### config.mk
export PLATFORM = sky130hd
export DESIGN_NAME = dram_fifo_sched
export DESIGN_NICKNAME = d
export VERILOG_FILES = /design/src/rtl/dram_fifo_pkg.sv /design/src/rtl/dram_fifo_arb.sv /design/src/rtl/dram_fifo_sched.sv
export SDC_FILE = /design/constraint.sdc
export NUM_CORES = 1
export LEC_CHECK = 0
export CORE_AREA = 2 2 66 68
export CTS_CLUSTER_SIZE = 12
export DETAILED_ROUTE_END_ITERATION = 16
export DIE_AREA = 0 0 68 70
export PLACE_DENSITY = 0.75
export REMOVE_ABC_BUFFERS = 1
export SETUP_SLACK_MARGIN = 0.1
export SYNTH_ARGS = -nofsm -noshare
export SYNTH_HDL_FRONTEND = slang
export SYNTH_SLANG_ARGS = --single-unit
### constraint.sdc
create_clock -name clk_i -period 3.2 [get_ports clk_i]
set_input_delay 0.48 -clock clk_i [delete_from_list [all_inputs] [get_ports clk_i]]
set_output_delay 0.48 -clock clk_i [all_outputs]
set_load 0.02 [all_outputs]
### src/rtl/dram_fifo_pkg.sv
`default_nettype none
// ============================================================================
// Module   : dram_fifo_pkg
// Purpose  : Shared sizing helpers and grant encoding for the RAM-backed FIFO.
// Revision : 1.0
// ============================================================================
package dram_fifo_pkg;

    localparam int DEF_DATA_WIDTH = 8;
    localparam int DEF_ADDR_WIDTH = 5;

    function automatic int fifo_depth(input int aw);
        return 1 << aw;
    endfunction

    // Level counts RAM entries plus the output register, so it needs one extra bit.
    function automatic int level_width(input int aw);
        return aw + 1;
    endfunction

    typedef enum logic [1:0] {
        GNT_NONE = 2'd0,
        GNT_WR   = 2'd1,
        GNT_RD   = 2'd2
    } gnt_e;

endpackage : dram_fifo_pkg
`default_nettype wire

### src/rtl/dram_fifo_arb.sv
`default_nettype none
// ============================================================================
// Module   : dram_fifo_arb
// Purpose  : Per-cycle write/prefetch arbitration for the single RAM port.
// Revision : 1.0
// ============================================================================
module dram_fifo_arb
    import dram_fifo_pkg::*;
(
    input  logic clk_i,
    input  logic reset_n_i,
    input  logic flush_i,
    input  logic wr_valid_i,
    input  logic full_i,
    input  logic ram_nonempty_i,
    input  logic rd_valid_i,
    input  logic rd_ready_i,
    output gnt_e grant_o,
    output logic wr_ready_o
);

    logic prio_rd_q;
    logic prio_rd_d;
    logic want_wr;
    logic want_rd;

    always_comb begin
        want_wr   = wr_valid_i && !full_i;
        want_rd   = ram_nonempty_i && (!rd_valid_i || rd_ready_i);
        grant_o   = GNT_NONE;
        prio_rd_d = prio_rd_q;
        if (flush_i) begin
            prio_rd_d = 1'b0;
        end else if (want_wr && want_rd) begin
            // Round-robin only advances when both sides actually compete.
            grant_o   = prio_rd_q ? GNT_RD : GNT_WR;
            prio_rd_d = !prio_rd_q;
        end else if (want_wr) begin
            grant_o = GNT_WR;
        end else if (want_rd) begin
            grant_o = GNT_RD;
        end
    end

    assign wr_ready_o = !flush_i && !full_i && !(want_rd && prio_rd_q);

    always_ff @(posedge clk_i or negedge reset_n_i) begin
        if (!reset_n_i) begin
            prio_rd_q <= 1'b0;
        end else begin
            prio_rd_q <= prio_rd_d;
        end
    end

endmodule : dram_fifo_arb
`default_nettype wire

### src/rtl/dram_fifo_sched.sv
`default_nettype none
// ============================================================================
// Module   : dram_fifo_sched
// Purpose  : Turns an external single-port async-read RAM into a FIFO with a
//            registered output stage and valid/ready handshakes.
// Revision : 1.0
// ============================================================================
module dram_fifo_sched
    import dram_fifo_pkg::*;
#(
    parameter int DATA_WIDTH = DEF_DATA_WIDTH,
    parameter int ADDR_WIDTH = DEF_ADDR_WIDTH
) (
    input  logic                  clk_i,
    input  logic                  reset_n_i,
    input  logic                  flush_i,
    input  logic [DATA_WIDTH-1:0] wr_data_i,
    input  logic                  wr_valid_i,
    output logic                  wr_ready_o,
    output logic [DATA_WIDTH-1:0] rd_data_o,
    output logic                  rd_valid_o,
    input  logic                  rd_ready_i,
    output logic [ADDR_WIDTH-1:0] ram_addr_o,
    output logic [DATA_WIDTH-1:0] ram_din_o,
    output logic                  ram_we_o,
    input  logic [DATA_WIDTH-1:0] ram_dout_i,
    output logic [ADDR_WIDTH:0]   level_o,
    output logic                  full_o,
    output logic                  empty_o
);

    localparam int                DEPTH     = fifo_depth(ADDR_WIDTH);
    localparam int                LVL_W     = level_width(ADDR_WIDTH);
    localparam logic [LVL_W-1:0]  DEPTH_CNT = LVL_W'(DEPTH);
    localparam logic [LVL_W-1:0]  CNT_ONE   = LVL_W'(1);
    localparam logic [ADDR_WIDTH-1:0] PTR_ONE = ADDR_WIDTH'(1);

    logic [ADDR_WIDTH-1:0] wr_ptr_q,    wr_ptr_d;
    logic [ADDR_WIDTH-1:0] rd_ptr_q,    rd_ptr_d;
    logic [LVL_W-1:0]      ram_count_q, ram_count_d;
    logic                  rd_valid_q,  rd_valid_d;
    logic [DATA_WIDTH-1:0] rd_data_q,   rd_data_d;

    gnt_e grant;
    logic grant_wr;
    logic grant_rd;
    logic full;

    assign full = (ram_count_q == DEPTH_CNT);

    dram_fifo_arb u_arb (
        .clk_i          (clk_i),
        .reset_n_i      (reset_n_i),
        .flush_i        (flush_i),
        .wr_valid_i     (wr_valid_i),
        .full_i         (full),
        .ram_nonempty_i (ram_count_q != '0),
        .rd_valid_i     (rd_valid_q),
        .rd_ready_i     (rd_ready_i),
        .grant_o        (grant),
        .wr_ready_o     (wr_ready_o)
    );

    assign grant_wr = (grant == GNT_WR);
    assign grant_rd = (grant == GNT_RD);

    assign ram_addr_o = grant_rd ? rd_ptr_q : wr_ptr_q;
    assign ram_we_o   = grant_wr;
    assign ram_din_o  = wr_data_i;

    always_comb begin
        wr_ptr_d    = wr_ptr_q;
        rd_ptr_d    = rd_ptr_q;
        ram_count_d = ram_count_q;
        rd_valid_d  = rd_valid_q;
        rd_data_d   = rd_data_q;
        if (flush_i) begin
            wr_ptr_d    = '0;
            rd_ptr_d    = '0;
            ram_count_d = '0;
            rd_valid_d  = 1'b0;
        end else begin
            // Grants are mutually exclusive, so the count moves by at most one.
            if (grant_wr) begin
                wr_ptr_d    = wr_ptr_q + PTR_ONE;
                ram_count_d = ram_count_q + CNT_ONE;
            end
            if (grant_rd) begin
                rd_ptr_d    = rd_ptr_q + PTR_ONE;
                ram_count_d = ram_count_q - CNT_ONE;
                rd_valid_d  = 1'b1;
                rd_data_d   = ram_dout_i;
            end else if (rd_valid_q && rd_ready_i) begin
                rd_valid_d  = 1'b0;
            end
        end
    end

    always_ff @(posedge clk_i or negedge reset_n_i) begin
        if (!reset_n_i) begin
            wr_ptr_q    <= '0;
            rd_ptr_q    <= '0;
            ram_count_q <= '0;
            rd_valid_q  <= 1'b0;
            rd_data_q   <= '0;
        end else begin
            wr_ptr_q    <= wr_ptr_d;
            rd_ptr_q    <= rd_ptr_d;
            ram_count_q <= ram_count_d;
            rd_valid_q  <= rd_valid_d;
            rd_data_q   <= rd_data_d;
        end
    end

    assign rd_data_o  = rd_data_q;
    assign rd_valid_o = rd_valid_q;
    assign level_o    = ram_count_q + {{ADDR_WIDTH{1'b0}}, rd_valid_q};
    assign full_o     = full;
    assign empty_o    = (ram_count_q == '0) && !rd_valid_q;

endmodule : dram_fifo_sched
`default_nettype wire
; ---- Word level (Yosys, flattened, before mapping)
; Index checks and enable logic that the tools add are counted.
; Widths: inputs -> output; s select.
[totals]
register_bits = 26
wordCells = 55
out_inout_bits = 32
input_bits = 21
[op_classes]
muxes = 18
reduce_logical = 22
n_eq_ne = 3
bitwise_logic = 1
n_addsub = 5
[ops]
columns = op, n
row1 = $mux 5, 5
row2 = $mux 6, 3
row3 = $add 5x1->5 const B, 2
row4 = $mux 2, 5
row5 = $logic_and 1x1->1, 8
row6 = $add 6x1->6, 1
row7 = $add 6x1->6 const B, 1
row8 = $eq 6x6->1 const B, 1
row9 = $logic_not 6->1, 1
row10 = $reduce_bool 2->1, 3
row11 = $reduce_bool 3->1, 2
row12 = $reduce_bool 6->1, 1
row13 = $sub 6x1->6 const B, 1
row14 = $logic_not 1->1, 5
row15 = $mux 1, 5
row16 = $eq 2x1->1 const B, 1
row17 = $eq 2x2->1 const B, 1
row18 = $reduce_and 2->1, 1
row19 = $logic_or 1x1->1, 1
row20 = $not 1->1, 1

; ---- Logic depth before layout (Yosys ltp)
[logic_depth]
word_depth = 11
mapped_depth = 14
mapped_depth_nobuf = 10

; ---- Hierarchy
; A second synthesis with hierarchy kept.
[hier_totals]
hier_cells = 169
hier_area_um2 = 1605.3
[modules_own_cells]
columns = mod, area_per_inst_um2, cells_each, instances
row1 = dram_fifo_sched, 1487.7, 155, 1
row2 = dram_fifo_arb, 117.6, 14, 1

; ---- Least setup slack after synthesis
; No wires, ideal clock.
[synth_timing]
path_kind = reg-to-reg
start = register ram_count_q[1]
end = register ram_count_q[5]
path_slack_ns = -0.192
path_buffers = 4
arrival_time_ns = 3.312
setup_ns = 0.079
path_stages_with_launch = 15
required_ns = 3.121
path_cell_list = dfrtp_1 buf_6 or3_1 buf_2 nor3_1 mux2_2 inv_1 clkbuf_1 clkbuf_1 ha_1 a41oi_1 o21ai_0 a21o_1 a21oi_1 mux2i_1
[synth_between]
elab_chain_cells = 9
[synth_lines]
columns = element, line_no
row1 = start: declaration, dram_fifo_sched.sv:40  ; logic [LVL_W-1:0] ram_count_q, ram_count_d;
row2 = start signal: assignment, dram_fifo_sched.sv:109  ; ram_count_q <= ram_count_d;
row3 = $eq 6x6->1 or $reduce_bool 6->1 (tied branches), "dram_fifo_sched.sv:49, dram_fifo_sched.sv:57"
row4 = $logic_not 1->1 or $logic_and 1x1->1 (tied branches), "dram_fifo_arb.sv:28, dram_fifo_arb.sv:29"
row5 = $logic_and 1x1->1 or $mux 2 (tied branches), "dram_fifo_arb.sv:28, dram_fifo_arb.sv:40"
row6 = $mux 2 or $logic_and 1x1->1 (tied branches), "dram_fifo_arb.sv:38, dram_fifo_arb.sv:34"
row7 = $mux 2, dram_fifo_arb.sv:34  ; end else if (want_wr && want_rd) begin
row8 = $mux 2, dram_fifo_arb.sv:32  ; if (flush_i) begin
row9 = $eq 2x2->1, dram_fifo_sched.sv:65  ; assign grant_rd = (grant == GNT_RD);
row10 = $mux 6, dram_fifo_sched.sv:88  ; if (grant_rd) begin
row11 = $mux 6, dram_fifo_sched.sv:77  ; if (flush_i) begin
; Several ways; a longest one is shown, not always the timed one. The select of a mux whose other input is x is not followed.
; A chain may end at the register's enable or synchronous reset.

; ---- Worst setup path after layout
[layout_timing]
start = register ram_count_q[1]
end = output ram_we_o
[layout_between]
elab_chain_cells = 7
[layout_lines]
columns = element, line_no
row1 = $eq 6x6->1 or $reduce_bool 6->1 (tied branches), "dram_fifo_sched.sv:49, dram_fifo_sched.sv:57"
row2 = $logic_not 1->1 or $logic_and 1x1->1 (tied branches), "dram_fifo_arb.sv:28, dram_fifo_arb.sv:29"
row3 = $logic_and 1x1->1 or $mux 2 (tied branches), "dram_fifo_arb.sv:28, dram_fifo_arb.sv:40"
row4 = $mux 2 or $logic_and 1x1->1 (tied branches), "dram_fifo_arb.sv:38, dram_fifo_arb.sv:34"
row5 = $mux 2 *, dram_fifo_arb.sv:34
row6 = $mux 2 *, dram_fifo_arb.sv:32
row7 = $eq 2x1->1 *, dram_fifo_sched.sv:64  ; assign grant_wr = (grant == GNT_WR);
row8 = end: declaration, dram_fifo_sched.sv:25  ; output logic ram_we_o,
; Mark *: on every way between the ends. The rest lies on a longest branch, timed or not.

==> reports/metrics.yaml <==
start_util_pct: 38.8
crit_required_ps: 2720
num_rows: 24
crit_start: "ram_count_q[1]"
finalHoldViolCount: 0
clock-sinks: 26
synth-compound-area-share_pct: 7.93
setup_viol: 0
synth_top_family_by_area: "simple AND/OR/NAND/NOR gates"
synth.top_cells.by_area: "dfrtp_1, nand2_1, ha_1"
r2r_slack_ps: 400
drt_drc_violations_left: 0
synth_top_flop_cell: "dfrtp_1"
cts_tree: "done"
arrival_ps: 2540
hold_path_end: "rd_data_o[7]"
yosysWarnings: 0
netlist_instances: 181
gr-max-usage-layer: "met2"
maxCapViolCount: 0
grt_use_met3_pct: 4.19
path_class: "flip-flop to output pin"
syn_area_um2: 1610
synth_top_area_share_pct: 40.4
pin_count: 53
vias: 1361
grt_max_degree: 27
min_period_ps: 3020
hold_class: "flip-flop to flip-flop"
status: "completed"
yosys.area_share.simple_pct: 27.3
track_usage_pct: 17.4
hold_path.startpoint: "rd_data_o[7]"
grt_pass1_vias: 1434
hold_depth: 2
r2r_start: "ram_count_q[1]"
slowest_delay_ps: 680
portBuffers: 36
cp_cell_sequence: "or3_1, buf_4, o311a_4, nor4b_4, clkdlybuf4s50_1"
critical_path_buf_inv_count: 2
h-tree-depth: 1
critical-path-top-delay-family: "buffers and inverters"
synth.most_common_cell: "nand2_1"
start_kind: "flip-flop"
powerDensity_nw_per_um2: 953
async_flop_share_pct: 100
grt_use_met2_pct: 28.5
grt_remaining_overflow: 0
slew_violations: 0
period_share_pct: 94.4
cp_max_fo: 5
synth_edf_count: 0
totalWireLength_um: 3630
coreArea_um2: 4140
ys_types: 32
drive_above_1_share_pct: 12.0
clock-skew-final_ps: 6.95
power.leakage_nw: 1.01
yosysSeqAreaShare_pct: 40.4
dr.pass1.iters: 4
slew_headroom_pct: 67.6
viasPerCell: 5.08
clock_latency_ps: 280
hold_ws_ps: 474
irDropWorstVdd_mv: 0.329
rsz0062_at_grt: "false"
die_w_um: 68
grt_pass1_wl_um: 6480
die-area_um2: 4760
area_growth_pct: 30.6
routedWlPerCell_um: 13.6
die-height_um: 70
cp_slowest_cell: "clkdlybuf4s50_1"
cts_max_path_buffers: 2
synth_adder_area_share_pct: 5.44
numCtsBuffers: 3
ant_nets: 0
drt_iter0_drc: 58
synth_common_cells: "nand2_1, dfrtp_1, nor2_1"
syn_area_per_cell_um2: 8.89
crit_path_end_kind: "output pin"
routabilityCongestion: 0.754
tightest_slew_ps: 485
ff2ff_path_depth: 11
synth_xor_area_share_pct: 7.62
clock-root-buffer: "clkbuf_8"
synth_mux_area_share_pct: 3.19
met1_usage_pct: 22.3
nNetsFinal: 245
maxClockFrequency_mhz: 331
yosys_register_bits: 26
final_core_util_pct: 50.7
dp_hpwl_um: 2530
fin_tns_setup_ps: 0
synth_top_area_cell: "dfrtp_1"
diodes: 0
clk_pin_slew_ps: 90
r2r-end: "ram_count_q[5]"
antenna_found_initial: 0
## routing by layer
metal / routed length (um) / vias to the layer above
li1: - / 666
met3: 176 / 5
met1: 1620 / 651
met2: 1790 / 39
met4: 48 / 0
met5: 0 / -
## metrics by stage
step / setup slack (ps) / total power [mW] / instances / instance area (um^2)
5_1_grt: 107 / 2.17 / 268 / 2100
4_1_cts: 116 / 2.02 / 268 / 2090
3_5_place_dp: 30.5 / 1.70 / 261 / 1990
2_1_floorplan: 14.9 / 1.21 / 162 / 1490
6_report: 178 / 2.00 / 268 / 2100
3_3_place_gp: 77.6 / 1.67 / 261 / 1990
## repair_timing
action	in CTS	in global routing
endpoints found under the setup margin	5	5
endpoints found under the hold margin	0	0
buffers inserted	3	0
hold buffers	0	0
gates resized for setup	1	3
## area by class of cell
class,count,area [um^2]
fillers,399,2040
multi-input cells,134,833
flip-flops and latches,26,651
repair buffers,50,470
well taps,52,65.1
clock buffers,3,41.3
clock inverters,1,30.0
inverters,2,11.3
## tightest hold or removal path, cell delays in order, from the launching register on
cell	delay, ps
dfrtp_1	350
nand2_1	50
nand2_1	50
## logic make-up (layout without fill, tap and decap cells)
| family | Yosys count | after routing |
|---|---|---|
| AOI/OAI and AO/OA | 18 | 18 |
| xor gates and xnor gates | 14 | 14 |
| adders and majority gates | 7 | 7 |
| buffers and inverters | 21 | 56 |
| DFF | 26 | 26 |
| muxes | 5 | 5 |
| and+or+nand+nor | 90 | 90 |
## sequential cells by signal (all words and copies together) (netlist names)
register,count
rd_ptr_q,5
wr_ptr_q,5
ram_count_q,6
rd_data_o,8
u_arb.prio_rd_q,1
rd_valid_o,1
## power by group
group / switching (mW) / total, mW / internal [mW]
clock: 0.111 / 0.279 / 0.168
combinational: 0.630 / 1.19 / 0.559
sequential: 0.103 / 0.536 / 0.433
total: 0.844 / 2.00 / 1.16
## worst max path at each step
| stage | end | slack [ps] | cells past startpoint |
|---|---|---|---|
| 6_report | ram_we_o | 180 | 5 |
| 5_1_grt | ram_addr_o[2] | 110 | 7 |
| 4_1_cts | ram_addr_o[0] | 120 | 7 |
| 3_5_place_dp | ram_count_q[5] | 30 | 11 |
| 3_3_place_gp | ram_addr_o[2] | 80 | 8 |
| 2_1_floorplan | ram_count_q[5] | 10 | 10 |
## placed cells by master (no fill, tap or decap), types with 2 or more instances in the layout
cell,synthesis,routed
nand2_1,44,44
clkdlybuf4s50_1,0,34
dfrtp_1,26,26
nor2_1,14,14
buf_4,9,14
xor2_1,8,8
o21ai_0,7,7
ha_1,7,7
xnor2_1,6,6
nand2b_1,6,6
nor3_1,6,5
a21oi_1,5,5
nand3_1,4,4
nand3b_1,4,4
mux2i_1,4,4
nand4_1,4,4
or3_1,3,3
clkbuf_8,0,3
o2111ai_1,2,2
dlymetal6s2s_1,0,2
No activity file was read; power rests on OpenSTA's default activity.
